## config.mk

```make
export PLATFORM = sky130hd
export DESIGN_NAME = display_mode_ctrl
export DESIGN_NICKNAME = d
export VERILOG_FILES = /design/src/rtl/display_mode_pkg.sv /design/src/rtl/button_debouncer.sv /design/src/rtl/display_mode_ctrl.sv
export SDC_FILE = /design/constraint.sdc
export NUM_CORES = 1
export LEC_CHECK = 0
export BUFFER_PORTS_ARGS = -buffer_cell sky130_fd_sc_hd__buf_2
export CORE_MARGIN = 2
export CORE_UTILIZATION = 55
export CTS_BUF_LIST = sky130_fd_sc_hd__clkbuf_8
export DETAILED_ROUTE_END_ITERATION = 8
export GPL_TIMING_DRIVEN = 0
export HOLD_SLACK_MARGIN = 0.08
export PLACE_DENSITY_LB_ADDON = 0.05
export SLEW_MARGIN = 20
export SYNTH_ARGS = -nofsm -noshare
export SYNTH_HDL_FRONTEND = slang
export SYNTH_SLANG_ARGS = --single-unit
```

## constraint.sdc

```tcl
create_clock -name clk_in -period 2.2 [get_ports clk_in]
set_clock_uncertainty 0.05 [all_clocks]
set_input_delay 0 -clock clk_in [delete_from_list [all_inputs] [get_ports clk_in]]
set_output_delay 0 -clock clk_in [all_outputs]
set_load 0.05 [all_outputs]
```

## src/rtl/display_mode_pkg.sv

```systemverilog
// Shared types and helpers for the display mode controller: layer-select
// encodings, the combined mode payload and the debounce state encoding.
package display_mode_pkg;

  localparam int unsigned MODE_W = 2;

  typedef enum logic [MODE_W-1:0] {
    BG_CAMERA  = 2'd0,
    BG_CHANNEL = 2'd1,
    BG_THRESH  = 2'd2,
    BG_YMASK   = 2'd3
  } bg_mode_t;

  typedef enum logic [MODE_W-1:0] {
    TGT_NONE      = 2'd0,
    TGT_CROSSHAIR = 2'd1,
    TGT_SPRITE    = 2'd2,
    TGT_MARK      = 2'd3
  } target_mode_t;

  // bg occupies the upper two bits, matching the {bg, target} software word
  typedef struct packed {
    bg_mode_t     bg;
    target_mode_t target;
  } mode_sel_t;

  typedef enum logic [1:0] {
    DB_IDLE        = 2'd0,
    DB_ARM_PRESS   = 2'd1,
    DB_HELD        = 2'd2,
    DB_ARM_RELEASE = 2'd3
  } db_state_t;

  // Advance each selected field by one, wrapping 3 -> 0
  function automatic mode_sel_t step_modes(mode_sel_t cur, logic step_bg, logic step_tgt);
    mode_sel_t        nxt;
    logic [MODE_W-1:0] bg_raw;
    logic [MODE_W-1:0] tgt_raw;
    nxt     = cur;
    bg_raw  = cur.bg;
    tgt_raw = cur.target;
    if (step_bg) begin
      nxt.bg = bg_mode_t'(MODE_W'(bg_raw + MODE_W'(1)));
    end
    if (step_tgt) begin
      nxt.target = target_mode_t'(MODE_W'(tgt_raw + MODE_W'(1)));
    end
    return nxt;
  endfunction

endpackage

```

## src/rtl/button_debouncer.sv

```systemverilog
// One raw board button: two-flop synchroniser, debounce FSM producing a clean
// level, and a rising-edge detector on that level giving a one-cycle press.
module button_debouncer
  import display_mode_pkg::*;
#(
  parameter int unsigned DEBOUNCE_CYCLES = 1_000_000
) (
  input  logic clk_in,
  input  logic rst_in,
  input  logic btn_in,
  output logic press_c
);

  localparam int unsigned CNT_W = (DEBOUNCE_CYCLES > 2) ? $clog2(DEBOUNCE_CYCLES) : 1;
  // The sample that enters an ARM state is the first stable cycle, so the
  // counter stops one short of the full run.
  localparam logic [CNT_W-1:0] CNT_LAST = CNT_W'(DEBOUNCE_CYCLES - 2);

  logic [1:0]       sync_q;
  logic             sync;
  db_state_t        state_q;
  logic [CNT_W-1:0] cnt_q;
  logic             clean_q;
  logic             clean_d_q;

  assign sync = sync_q[1];

  // Bring the asynchronous button into the clock domain
  always_ff @(posedge clk_in) begin
    if (rst_in) begin
      sync_q <= 2'b00;
    end else begin
      sync_q <= {sync_q[0], btn_in};
    end
  end

  // Debounce FSM: a level change needs DEBOUNCE_CYCLES consecutive agreeing samples
  always_ff @(posedge clk_in) begin
    if (rst_in) begin
      state_q <= DB_IDLE;
      cnt_q   <= '0;
      clean_q <= 1'b0;
    end else begin
      case (state_q)
        DB_IDLE: begin
          if (sync) begin
            state_q <= DB_ARM_PRESS;
            cnt_q   <= '0;
          end
        end
        DB_ARM_PRESS: begin
          if (!sync) begin
            state_q <= DB_IDLE;
          end else if (cnt_q == CNT_LAST) begin
            state_q <= DB_HELD;
            clean_q <= 1'b1;
          end else begin
            cnt_q <= cnt_q + CNT_W'(1);
          end
        end
        DB_HELD: begin
          if (!sync) begin
            state_q <= DB_ARM_RELEASE;
            cnt_q   <= '0;
          end
        end
        DB_ARM_RELEASE: begin
          if (sync) begin
            state_q <= DB_HELD;
          end else if (cnt_q == CNT_LAST) begin
            state_q <= DB_IDLE;
            clean_q <= 1'b0;
          end else begin
            cnt_q <= cnt_q + CNT_W'(1);
          end
        end
        default: begin
          state_q <= DB_IDLE;
          cnt_q   <= '0;
          clean_q <= 1'b0;
        end
      endcase
    end
  end

  // Delayed clean level for edge detection
  always_ff @(posedge clk_in) begin
    if (rst_in) begin
      clean_d_q <= 1'b0;
    end else begin
      clean_d_q <= clean_q;
    end
  end

  // High for exactly the first cycle of HELD
  assign press_c = clean_q & ~clean_d_q;

endmodule

```

## src/rtl/display_mode_ctrl.sv

```systemverilog
// Layer-select controller for the pixel video mux. Button presses step shadow
// (pending) bg/target selects; the active selects load the shadow only on a
// new_frame_in pulse so a mode change never lands mid-frame.
// Optional feature macro: DISPLAY_MODE_SW_OVERRIDE_EN adds sw_override_in and
// sw_mode_in, letting software load the shadow directly.
module display_mode_ctrl
  import display_mode_pkg::*;
#(
  parameter int unsigned DEBOUNCE_CYCLES = 1_000_000,
  parameter logic [1:0]  RESET_BG        = 2'b00,
  parameter logic [1:0]  RESET_TARGET    = 2'b00
) (
  input  logic       clk_in,
  input  logic       rst_in,
  input  logic       btn_bg_in,
  input  logic       btn_target_in,
  input  logic       new_frame_in,
`ifdef DISPLAY_MODE_SW_OVERRIDE_EN
  input  logic       sw_override_in,
  input  logic [3:0] sw_mode_in,
`endif
  output logic [1:0] bg_out,
  output logic [1:0] target_out,
  output logic [1:0] pending_bg_out,
  output logic [1:0] pending_target_out,
  output logic       mode_changed_out
);

  localparam mode_sel_t RESET_SEL = mode_sel_t'({RESET_BG, RESET_TARGET});

  logic      bg_press_c;
  logic      tgt_press_c;
  mode_sel_t pending_q;
  mode_sel_t pending_nxt;
  mode_sel_t active_q;

  button_debouncer #(
    .DEBOUNCE_CYCLES(DEBOUNCE_CYCLES)
  ) u_db_bg (
    .clk_in (clk_in),
    .rst_in (rst_in),
    .btn_in (btn_bg_in),
    .press_c(bg_press_c)
  );

  button_debouncer #(
    .DEBOUNCE_CYCLES(DEBOUNCE_CYCLES)
  ) u_db_target (
    .clk_in (clk_in),
    .rst_in (rst_in),
    .btn_in (btn_target_in),
    .press_c(tgt_press_c)
  );

  // Next shadow value; a commit in this cycle sees this value, not the old one
  always_comb begin
    pending_nxt = pending_q;
`ifdef DISPLAY_MODE_SW_OVERRIDE_EN
    if (sw_override_in) begin
      pending_nxt = mode_sel_t'(sw_mode_in);
    end else begin
      pending_nxt = step_modes(pending_q, bg_press_c, tgt_press_c);
    end
`else
    pending_nxt = step_modes(pending_q, bg_press_c, tgt_press_c);
`endif
  end

  // Shadow, active selects and the change strobe
  always_ff @(posedge clk_in) begin
    if (rst_in) begin
      pending_q        <= RESET_SEL;
      active_q         <= RESET_SEL;
      mode_changed_out <= 1'b0;
    end else begin
      pending_q        <= pending_nxt;
      mode_changed_out <= 1'b0;
      if (new_frame_in) begin
        active_q         <= pending_nxt;
        mode_changed_out <= (pending_nxt != active_q);
      end
    end
  end

  assign bg_out             = active_q.bg;
  assign target_out         = active_q.target;
  assign pending_bg_out     = pending_q.bg;
  assign pending_target_out = pending_q.target;

endmodule

```

==> impl_metrics.env, run 1 <==
export IMPL_final_nets=369
export IMPL_clk_pin_slew_worst_paths_ns=0.07
export IMPL_ant_nets=0
export IMPL_place_ws_ns=0.0982
export IMPL_yosys_warnings=0
export IMPL_seqCellArea_mm2=0.00122
export IMPL_fin_area_mm2=0.00333
export IMPL_h_tree_depth=3
export IMPL_clk_latency_ns=0.33
export IMPL_syn_area_mm2=0.00289
export IMPL_mostFrequentLayoutCells="dfxtp_1 (60), nor2_1 (42), xnor2_1 (22), nand2_1 (21)"
export IMPL_wl_um=5580
export IMPL_worst_pin_slew_ns=0.672
export IMPL_m1WireLength_um=2730
export IMPL_syn_inst=333
export IMPL_dr_wl_met3_um=143
export IMPL_core_area_mm2=0.00507
export IMPL_hold_path_depth=3
export IMPL_grt_max_degree=11
export IMPL_min_period_ns=2.06
export IMPL_gr_total_overflow=0
export IMPL_leakage_uw=0.00114
export IMPL_cp_required_ns=2.43
export IMPL_vdd_drop_max_v=0.000466
export IMPL_hp_class="in2reg"
export IMPL_gr_usage_all_layers_pct=21.1
export IMPL_place_inst=414
export IMPL_status="finished clean"
export IMPL_area_growth_synth_to_final_pct=15.2
export IMPL_ys_seq_elements=61
export IMPL_antenna_found_initial=0
export IMPL_yosysSeqAreaShare_pct=42.3
export IMPL_critPathMaxFanout=10
export IMPL_multi_input_area_mm2=0.00156
export IMPL_num_rows=26
export IMPL_synth_area_per_cell_um2=8.68
export IMPL_fmax_ghz=0.485
export IMPL_fin_util_pct=65.6
export IMPL_placed_cell_area_mm2=0.00303
export IMPL_p_per_area_mw_per_mm2=724
export IMPL_grt_pass1_vias=2250
export IMPL_io_pins=14
export IMPL_grt_pass1_wl_um=10000
export IMPL_final_common_cell="dfxtp_1"
export IMPL_r2r_cells=7
export IMPL_cts_tree="yes"
export IMPL_finalSetupViolations=0
export IMPL_cts_setup_buffers=0
export IMPL_dr_total_vias=2396
export IMPL_fp_dieH_um=76.5
export IMPL_syn_num_nets=342
export IMPL_io_buffer_count=11
export IMPL_routabilityCongestion=0.808
export IMPL_tns_ns=0
export IMPL_grt_setup_unrepaired="false"
export IMPL_nFillCells=453
export IMPL_drc=0
export IMPL_root_buffer="clkbuf_8"
export IMPL_diodes=0
export IMPL_yosysUniqueCellTypes=49
export IMPL_clock_sinks=61
export IMPL_chipWidth_um=76.5
export IMPL_drt_iter0_drc=122
export IMPL_endpoint_kind="flip-flop"
export IMPL_highest_layer="met4"
export IMPL_hpwlAfterDp_um=3870
export IMPL_path_class="reg2reg"
export IMPL_stdcell_count=435
export IMPL_crit_path_start_kind="flip-flop"
export IMPL_final_max_slew_viol_count=0
export IMPL_dr_pass1_iters=4
export IMPL_drive_above_1_share_pct=11.2
export IMPL_maxCapViolCount=0
export IMPL_dieArea_mm2=0.00585
export IMPL_max_slew_margin_pct=54.9
export IMPL_wl_per_cell_um=12.8
export IMPL_avgViaCountPerCell=5.51
export IMPL_finalHoldViolations=0
export IMPL_start_util_pct=57.0
export IMPL_wl_met2_um=2620
export IMPL_cts_buffer_depth=2
export IMPL_cts_buffers=9
export IMPL_setup_slack_ns=0.139
export IMPL_post_route_period_util_pct=93.7
export IMPL_cp_arrival_ns=2.29
[per-stage QoR]
step | power, uW | hold slack, ns
after floorplan | 1210 | 0.0782
after global placement | 1240 | 0.160
after detailed placement | 1240 | 0.172
after CTS | 2430 | 0.374
after global routing | 2500 | 0.413
final | 2410 | 0.398
[sequential cells by signal, summed over array words and instances, names as in the netlist, 2 cells and up, named ones only]
signal              flops
bg_out                  2
pending_bg_out          2
pending_target_out      2
target_out              2
u_db_bg.cnt_q          20
u_db_bg.sync_q          2
u_db_target.cnt_q      20
u_db_target.sync_q      2
[routing by layer]
layer,GRT usage (%),up-vias
met1,27.5,1125
met2,33.5,23
li1,-,1241
met3,5.33,7
met5,0,-
met4,8.73,0
[final cells by class]
cell class / instances / share of cell area [%]
multi-input combinational: 245 / 46.9
sequential: 61 / 36.7
clock buffer: 10 / 4.14
timing repair buffer: 16 / 3.16
clock inverter: 6 / 3.08
tap: 70 / 2.63
inverter: 16 / 1.80
buffer: 11 / 1.58
[worst paths after layout]
path	startpoint	to	slack (ns)
worst min register to register	u_db_target.sync_q[0]$_SDFF_PP0_	u_db_target.sync_q[1]$_SDFF_PP0_	0.41
worst max-delay path	u_db_target.cnt_q[0]$_SDFFE_PP0P_	u_db_target.cnt_q[6]$_SDFFE_PP0P_	0.14
worst max register to register	u_db_target.cnt_q[0]$_SDFFE_PP0P_	u_db_target.cnt_q[6]$_SDFFE_PP0P_	0.14
worst min-delay path	btn_bg_in	u_db_bg.sync_q[0]$_SDFF_PP0_	0.40
[worst max-delay path, cell delays in order, from the launching register on]
cell and delay [ns]:
dfxtp_2 0.39, inv_1 0.07, ha_1 0.20, nor4bb_1 0.14
and4_1 0.25, a31o_2 0.33, or4_1 0.52, nand2_1 0.07
[what timing repair did]
action | 4_1_cts | 5_1_grt
resized for setup | 0 | 2
hold buffers | 5 | 0
setup endpoints to repair | 0 | 16
endpoints found under the hold margin | 10 | 0
[power by group]
| group | switching (uW) | total [uW] | internal, uW |
|---|---|---|---|
| Clock | 417 | 1190 | 773 |
| Combinational | 66.8 | 97.9 | 31.1 |
| Sequential | 8.62 | 1120 | 1110 |
[Yosys cell counts (all sizes together)]
| library cell | n | area share, % |
|---|---|---|
| xnor2 | 22 | 6.7 |
| nand2b | 2 | 0.43 |
| nor3 | 16 | 2.8 |
| inv | 15 | 1.9 |
| a31oi | 2 | 0.43 |
| o41ai | 1 | 0.95 |
| clkbuf | 6 | 0.78 |
| xor2 | 6 | 2.1 |
| and3 | 2 | 0.43 |
| o21ai | 12 | 2.1 |
| and2 | 2 | 0.43 |
| o2bb2ai | 1 | 0.30 |
| o21a | 1 | 0.26 |
| a21oi | 13 | 2.3 |
| or4b | 2 | 0.69 |
| a21o | 2 | 0.52 |
| a211oi | 6 | 1.6 |
| nor2 | 42 | 5.5 |
| mux2 | 1 | 0.39 |
| nor2b | 9 | 1.9 |
| buf | 5 | 1.0 |
| mux2i | 3 | 1.0 |
| dfxtp | 61 | 42 |
| or2 | 1 | 0.22 |
| nand4 | 9 | 2.2 |
| or4 | 8 | 2.2 |
| o211ai | 7 | 1.8 |
| nor4bb | 2 | 0.69 |
| nand3 | 18 | 3.3 |
| ha | 4 | 1.7 |
| nor4b | 2 | 1.1 |
| a22oi | 2 | 0.52 |
| and4 | 4 | 1.2 |
| or3 | 9 | 1.9 |
| a31o | 4 | 1.2 |
| clkinv | 1 | 0.13 |
| o31ai | 3 | 0.78 |
| nor4 | 6 | 1.5 |
| nand2 | 21 | 2.7 |
[logic make-up (layout without fill, tap and decap cells)]
group,count (synthesis),after routing,synth area share (%)
buf+inv,27,59,3.90
mux,4,4,1.43
compound gates,54,54,12.7
simple gates,155,155,29.3
flops,61,61,42.3
fa+ha+maj,4,4,1.73
xor+xnor,28,28,8.74
Power figures use the tool's default switching activity.
==> run 2: changes to the inputs <==
- ABC_AREA: default -> 1
==> run 2 against run 1 <==
Effect of this change: setup slack better by 0.27 ns; flip-flop and latch count unchanged; global-route usage grew 3.1 points; via count grew 34%; synthesized cell count grew 54%; register-to-register slack improved by 0.27 ns; sequential power about the same; core utilization fell by 2.0 points; non-clock buffer count shrank 1; highest routed layer unchanged.
==> impl_metrics.env, run 2 <==
export IMPL_r2r_cells=9
export IMPL_fp_dieH_um=82.5
export IMPL_yosysTopAreaCell="dfxtp_1"
export IMPL_use_met3_pct=4.35
export IMPL_fmax_ghz=0.558
export IMPL_grt_max_degree=11
export IMPL_cts_setup_buffers=0
export IMPL_num_rows=28
export IMPL_drt_iter0_drc=195
export IMPL_finalHoldViolations=0
export IMPL_critPathMaxFanout=5
export IMPL_cp_arrival_ns=1.98
export IMPL_use_met1_pct=34.6
export IMPL_synth_top_cell_area_share_pct=36.1
export IMPL_grt_pass1_vias=2798
export IMPL_start_util_pct=57.2
export IMPL_io_buffer_count=11
export IMPL_ant_nets=0
export IMPL_yosysSeqAreaShare_pct=36.1
export IMPL_yosys_warnings=0
export IMPL_post_route_period_util_pct=81.4
export IMPL_cp_required_ns=2.38
export IMPL_yosysUniqueCellTypes=35
export IMPL_hp_start="u_db_target.sync_q[0]$_SDFF_PP0_"
export IMPL_root_buffer="clkbuf_8"
export IMPL_syn_inst=513
export IMPL_io_pins=14
export IMPL_gr_usage_all_layers_pct=24.2
export IMPL_reg2reg_from="u_db_target.cnt_q[1]$_SDFFE_PP0P_"
export IMPL_grt_use_met2_pct=36.5
export IMPL_min_period_ns=1.79
export IMPL_drc=0
export IMPL_area_growth_synth_to_final_pct=11.3
export IMPL_synthTopCellsByCount="nand2_1 (137), nor2_1 (80), dfxtp_1 (61)"
export IMPL_endpoint_kind="flip-flop"
export IMPL_gr_total_overflow=0
export IMPL_clock_sinks=61
export IMPL_crit_path_start_kind="flip-flop"
export IMPL_hold_path_depth=2
export IMPL_routabilityCongestion=0.911
export IMPL_vdd_drop_max_v=0.000386
export IMPL_dr_pass1_iters=5
export IMPL_maxCapViolCount=0
export IMPL_grt_busiest_layer="met2"
export IMPL_chipWidth_um=82.5
export IMPL_cts_buffer_depth=2
export IMPL_wl_per_cell_um=12.2
export IMPL_final_common_cell="nand2_1"
export IMPL_drive_above_1_share_pct=12.5
export IMPL_h_tree_depth=3
export IMPL_cts_tree="yes"
export IMPL_synthTopCellsByArea="dfxtp_1 (36%), nand2_1 (15%), nor2_1 (8.9%), inv_1 (6.7%), nand3_1 (5.2%)"
export IMPL_hp_class="reg2reg"
export IMPL_synth_ff_type="dfxtp_1"
export IMPL_yosys_cell_count_top_type="nand2_1"
export IMPL_dieArea_mm2=0.00680
export IMPL_clk_latency_ns=0.34
export IMPL_final_max_slew_viol_count=0
export IMPL_whs_ns=0.357
export IMPL_syn_num_nets=522
export IMPL_r2r_end="u_db_target.cnt_q[16]$_SDFFE_PP0P_"
export IMPL_synth_edf_count=0
export IMPL_p_per_area_mw_per_mm2=590
export IMPL_wl_um=7540
export IMPL_grt_pass1_wl_um=12600
export IMPL_tns_ns=0
export IMPL_synth_area_per_cell_um2=6.60
export IMPL_min_to="u_db_target.sync_q[1]$_SDFF_PP0_"
export IMPL_finalSetupViolations=0
export IMPL_syn_area_mm2=0.00339
export IMPL_core_area_mm2=0.00592
export IMPL_reg2reg_setup_slack_ns=0.41
export IMPL_worst_pin_slew_ns=0.490
export IMPL_diodes=0
export IMPL_leakage_uw=0.00145
export IMPL_path_class="reg2reg"
export IMPL_status="finished clean"
export IMPL_hpwlAfterDp_um=5570
export IMPL_grt_setup_unrepaired="false"
export IMPL_final_nets=548
export IMPL_antenna_found_initial=0
export IMPL_mostFrequentLayoutCells="nand2_1 (137), nor2_1 (80), inv_1 (62), dfxtp_1 (61), nand3_1 (35)"
export IMPL_clk_pin_slew_worst_paths_ns=0.07
export IMPL_max_slew_margin_pct=67.3
export IMPL_cts_buffers=9
export IMPL_async_reset_ff_share_pct=0
export IMPL_dr_total_vias=3209
export IMPL_reg_top3="u_db_bg.cnt_q (20), u_db_target.cnt_q (20)"
export IMPL_ys_seq_elements=61
export IMPL_avgViaCountPerCell=5.18
-- run 2: changes by cell type in the layout (fill, tap and decap cells not counted), sizes merged, moves of 8 or more --
| cell | change |
|---|---|
| or3 | -9 |
| a21oi | +13 |
| xnor2 | -21 |
| inv | +48 |
| nor2b | -9 |
| nand2 | +125 |
| nand3 | +20 |
| nor2 | +51 |
| or4 | -8 |
-- run 2: logic make-up (layout without fill, tap and decap cells) --
group	after synthesis	after routing	share of synthesized area (%)
and+or+nand+nor	311	311	41.7
buffers and inverters	76	107	9.57
DFF	61	61	36.1
AOI/OAI and AO/OA	49	49	8.06
xor gates and xnor gates	12	12	3.10
adders and majority gates	4	4	1.48
-- run 2: routing by layer --
layer | up-vias | share of wire, %
met5 | - | 0
met4 | 0 | 1.5
met3 | 11 | 5.2
met2 | 77 | 42
met1 | 1456 | 51
li1 | 1665 | -
-- run 2: final cells by class --
| cell class | instances | area [um2] |
|---|---|---|
| buffer | 11 | 80.1 |
| inverter | 65 | 244 |
| clock buffer | 10 | 138 |
| multi-input combinational | 376 | 1840 |
| timing repair buffer | 15 | 95.1 |
| tap | 75 | 93.8 |
| clock inverter | 6 | 55.1 |
| fill | 552 | 2150 |
| sequential | 61 | 1220 |
-- run 2: metrics by stage --
stage / area [um2] / setup WS (ns) / util, % / total power, uW / cells
after floorplan: 3390 / 0.637 / - / 1230 / 513
after detailed placement: 3530 / 0.430 / 59.7 / 1260 / 599
final: 3770 / 0.409 / 63.6 / 2220 / 619
after global placement: 3530 / 0.431 / 59.7 / 1260 / 599
after global routing: 3770 / 0.276 / 63.6 / 2290 / 619
after CTS: 3770 / 0.420 / 63.6 / 2250 / 619
-- run 2: power by group --
group / internal [uW] / leakage, uW / switching (uW)
Combinational: 34.1 / 0.000851 / 83.8
Sequential: 1110 / 0.000493 / 7.71
Clock: 542 / 0.000105 / 441
Total: 1690 / 0.00145 / 532
-- run 2: timing repair --
item,4_1_cts,5_1_grt
endpoints found under the hold margin,11,0
gates resized for setup,0,0
hold buffers,4,0
-- run 2: worst max path at each step --
stage                                 startpoint                                 end  slack (ns)  cells after the start
3_3_place_gp   u_db_target.cnt_q[1]$_SDFFE_PP0P_  u_db_target.cnt_q[16]$_SDFFE_PP0P_        0.43                      9
5_1_grt        u_db_target.cnt_q[0]$_SDFFE_PP0P_  u_db_target.cnt_q[18]$_SDFFE_PP0P_        0.28                     10
6_report       u_db_target.cnt_q[1]$_SDFFE_PP0P_  u_db_target.cnt_q[16]$_SDFFE_PP0P_        0.41                      9
2_1_floorplan  u_db_target.cnt_q[0]$_SDFFE_PP0P_  u_db_target.cnt_q[16]$_SDFFE_PP0P_        0.64                      9
3_5_place_dp   u_db_target.cnt_q[0]$_SDFFE_PP0P_  u_db_target.cnt_q[16]$_SDFFE_PP0P_        0.43                      9
4_1_cts        u_db_target.cnt_q[1]$_SDFFE_PP0P_  u_db_target.cnt_q[16]$_SDFFE_PP0P_        0.42                      9
-- run 2: critical path, cell delays in order (launching register included) --
cell	delay (ns)
dfxtp_1	0.41
ha_1	0.24
nand2_1	0.10
nor2_4	0.16
nand3b_1	0.14
or2_1	0.25
nor2_2	0.12
nand3_1	0.09
nand2_1	0.08
nor2_2	0.03
==> run 3: changes to the inputs <==
- clock period: 2.2 -> 1.5 ns (I/O delays scaled with it)
==> run 3 against run 2 <==
Effect of this change: the run now ends with setup timing left; wire length rose by 24%; combinational power is 110% higher; setup slack lost 0.54 ns; design area grew 23%; die area stayed put; cell count grew 5.2%; clock power rose by 53%; hold slack lost 0.23 ns; largest power group unchanged.
==> impl_metrics.env, run 3 (same netlist as run 2, synthesis figures left out) <==
export IMPL_status="finished, violations left"
export IMPL_violations="setup timing"
export IMPL_cp_slowest_cell="dfxtp_1"
export IMPL_power_frac_comb_pct=7.4
export IMPL_crit_chain="nand2_1 -> clkinv_1 -> nand3_2 -> nor2_4 -> nand3_2 -> nand2_2 -> nand2_4 -> buf_8 -> nand2_1 -> nand2_1 -> nand2_1 -> nor2_2"
export IMPL_dr_pass1_iters=4
export IMPL_cts_buffers=9
export IMPL_start_util_pct=57.2
export IMPL_switching_power_uw=826
export IMPL_routabilityCongestion=0.902
export IMPL_worst_pin_slew_ns=0.485
export IMPL_diodes=0
export IMPL_gr_usage_all_layers_pct=25.8
export IMPL_dr_total_vias=3537
export IMPL_finalSetupViolations=40
export IMPL_cts_tree="yes"
export IMPL_setup_slack_ns=-0.135
export IMPL_grt_pass1_vias=3043
export IMPL_clk_latency_ns=0.35
export IMPL_cp_arrival_ns=1.83
export IMPL_area_growth_synth_to_final_pct=37.1
export IMPL_wl_per_cell_um=14.4
export IMPL_grt_pass1_wl_um=13200
export IMPL_p_seq_share_pct=48.4
export IMPL_finalHoldViolations=0
export IMPL_vdd_drop_max_v=0.000802
export IMPL_mostFrequentLayoutCells="nand2_1 (101), nor2_1 (64), inv_1 (52), dfxtp_1 (37), nand2_2 (34)"
export IMPL_slowest_delay_ns=0.36
export IMPL_core_area_mm2=0.00592
export IMPL_final_common_cell="nand2_1"
export IMPL_crit_path_start_kind="flip-flop"
export IMPL_chipWidth_um=82.5
export IMPL_reg_top3="u_db_bg.cnt_q (20), u_db_target.cnt_q (20)"
export IMPL_fp_dieH_um=82.5
export IMPL_antenna_found_initial=0
export IMPL_num_rows=28
export IMPL_clock_sinks=61
export IMPL_whs_ns=0.128
export IMPL_ant_nets=0
export IMPL_p_per_area_mw_per_mm2=730
export IMPL_wl_um=9380
export IMPL_max_slew_margin_pct=67.7
export IMPL_p_sw_share_pct=24.4
export IMPL_min_period_ns=1.63
export IMPL_io_buffer_count=11
export IMPL_hpwlAfterDp_um=5540
export IMPL_fmax_ghz=0.612
export IMPL_cts_buffer_depth=2
export IMPL_p_clk_share_pct=44.2
export IMPL_cpMostUsedCell="nand2_1"
export IMPL_drc=0
export IMPL_p_int_uw=2560
export IMPL_avgViaCountPerCell=5.43
export IMPL_cp_startpoint="u_db_target.cnt_q[17]$_SDFFE_PP0P_"
export IMPL_io_pins=14
export IMPL_post_route_period_util_pct=109
export IMPL_endpoint_kind="flip-flop"
export IMPL_h_tree_depth=3
export IMPL_reg2reg_from="u_db_target.cnt_q[17]$_SDFFE_PP0P_"
export IMPL_placed_cell_area_mm2=0.00355
export IMPL_fin_area_mm2=0.00464
export IMPL_dieArea_mm2=0.00680
export IMPL_critPathMaxFanout=6
export IMPL_clk_pin_slew_worst_paths_ns=0.07
export IMPL_final_max_slew_viol_count=0
export IMPL_hp_class="in2reg"
export IMPL_final_nets=582
export IMPL_gr_total_overflow=0
export IMPL_root_buffer="clkbuf_8"
export IMPL_cp_required_ns=1.69
export IMPL_hp_start="rst_in"
export IMPL_grt_max_degree=11
export IMPL_maxCapViolCount=0
export IMPL_drt_iter0_drc=154
export IMPL_grt_setup_unrepaired="true"
export IMPL_leakage_uw=0.00185
export IMPL_drive_above_1_share_pct=38.5
export IMPL_path_class="reg2reg"
==> run 3: changes by cell type in the layout (fill, tap and decap cells not counted), moves of 8 or more <==
| cell | before | now |
|---|---|---|
| inv_1 | 62 | 52 |
| nand3_2 | 3 | 14 |
| nand2_2 | 6 | 34 |
| nand3_1 | 35 | 22 |
| nor2_4 | 4 | 15 |
| dfxtp_1 | 61 | 37 |
| dfxtp_2 | 0 | 20 |
| nand2_1 | 137 | 101 |
| buf_4 | 2 | 23 |
| buf_6 | 4 | 12 |
| a21oi_2 | 2 | 11 |
| a21oi_1 | 24 | 15 |
| nor2_1 | 80 | 64 |
==> run 3: stage by stage <==
stage	total power, uW	setup TNS, ns	setup WS (ns)	instances	utilization (%)
after CTS	3370	-0.613	-0.0953	642	72.4
after detailed placement	1850	-5.86	-0.207	599	60.0
after floorplan	1800	-0.00859	-0.00859	513	-
after global placement	1840	-4.59	-0.190	599	60.0
final	3390	-2.81	-0.135	651	78.4
after global routing	3480	-6.19	-0.249	651	78.4
==> run 3: critical path: cells and delay by family, from the launching register on <==
family,cells,cell delay (ns)
flip-flops,1,0.36
AND/OR/NAND/NOR,10,0.86
buffers and inverters,2,0.25
==> run 3: repair_timing <==
| action | CTS | global route |
|---|---|---|
| cloned | 4 | 1 |
| buffers inserted | 20 | 8 |
| hold buffers | 5 | 0 |
| pin swaps | 26 | 41 |
| hold endpoints to repair | 13 | 0 |
| resized for setup | 91 | 85 |
| setup endpoints to repair | 42 | 44 |
==> run 3: path summary, 6_finish.rpt <==
path	endpoint	slack, ns	cells after the start
worst max register to register	u_db_target.cnt_q[16]$_SDFFE_PP0P_	-0.13	12
worst max-delay path	u_db_target.cnt_q[16]$_SDFFE_PP0P_	-0.13	12
worst min register to register	u_db_bg.sync_q[1]$_SDFF_PP0_	0.36	2
worst min-delay path	u_db_bg.cnt_q[0]$_SDFFE_PP0P_	0.13	4
==> run 3: cell type report <==
cell class	count	area, um2
clock inverters	3	46.3
inverters	65	251
repair buffers	49	424
well taps	75	93.8
fillers	402	1280
clock buffers	11	151
multi-input cells	376	2320
flip-flops and latches	61	1260
plain buffers	11	91.3
==> run 3: power by group through the flow <==
stage          Clock, uW  Combinational, uW  Sequential, uW
2_1_floorplan          0               97.0            1700
3_3_place_gp           0                162            1680
3_5_place_dp           0                164            1680
4_1_cts             1510                223            1640
5_1_grt             1570                266            1640
6_report            1500                249            1640
==> run 3: routing by layer <==
layer | part of all wire, % | track usage (%) | vias up
met3 | 4.2 | 5.22 | 24
li1 | - | - | 1742
met4 | 2.8 | 10.7 | 0
met1 | 41 | 29.3 | 1654
met2 | 52 | 46.9 | 117
met5 | 0 | 0 | -
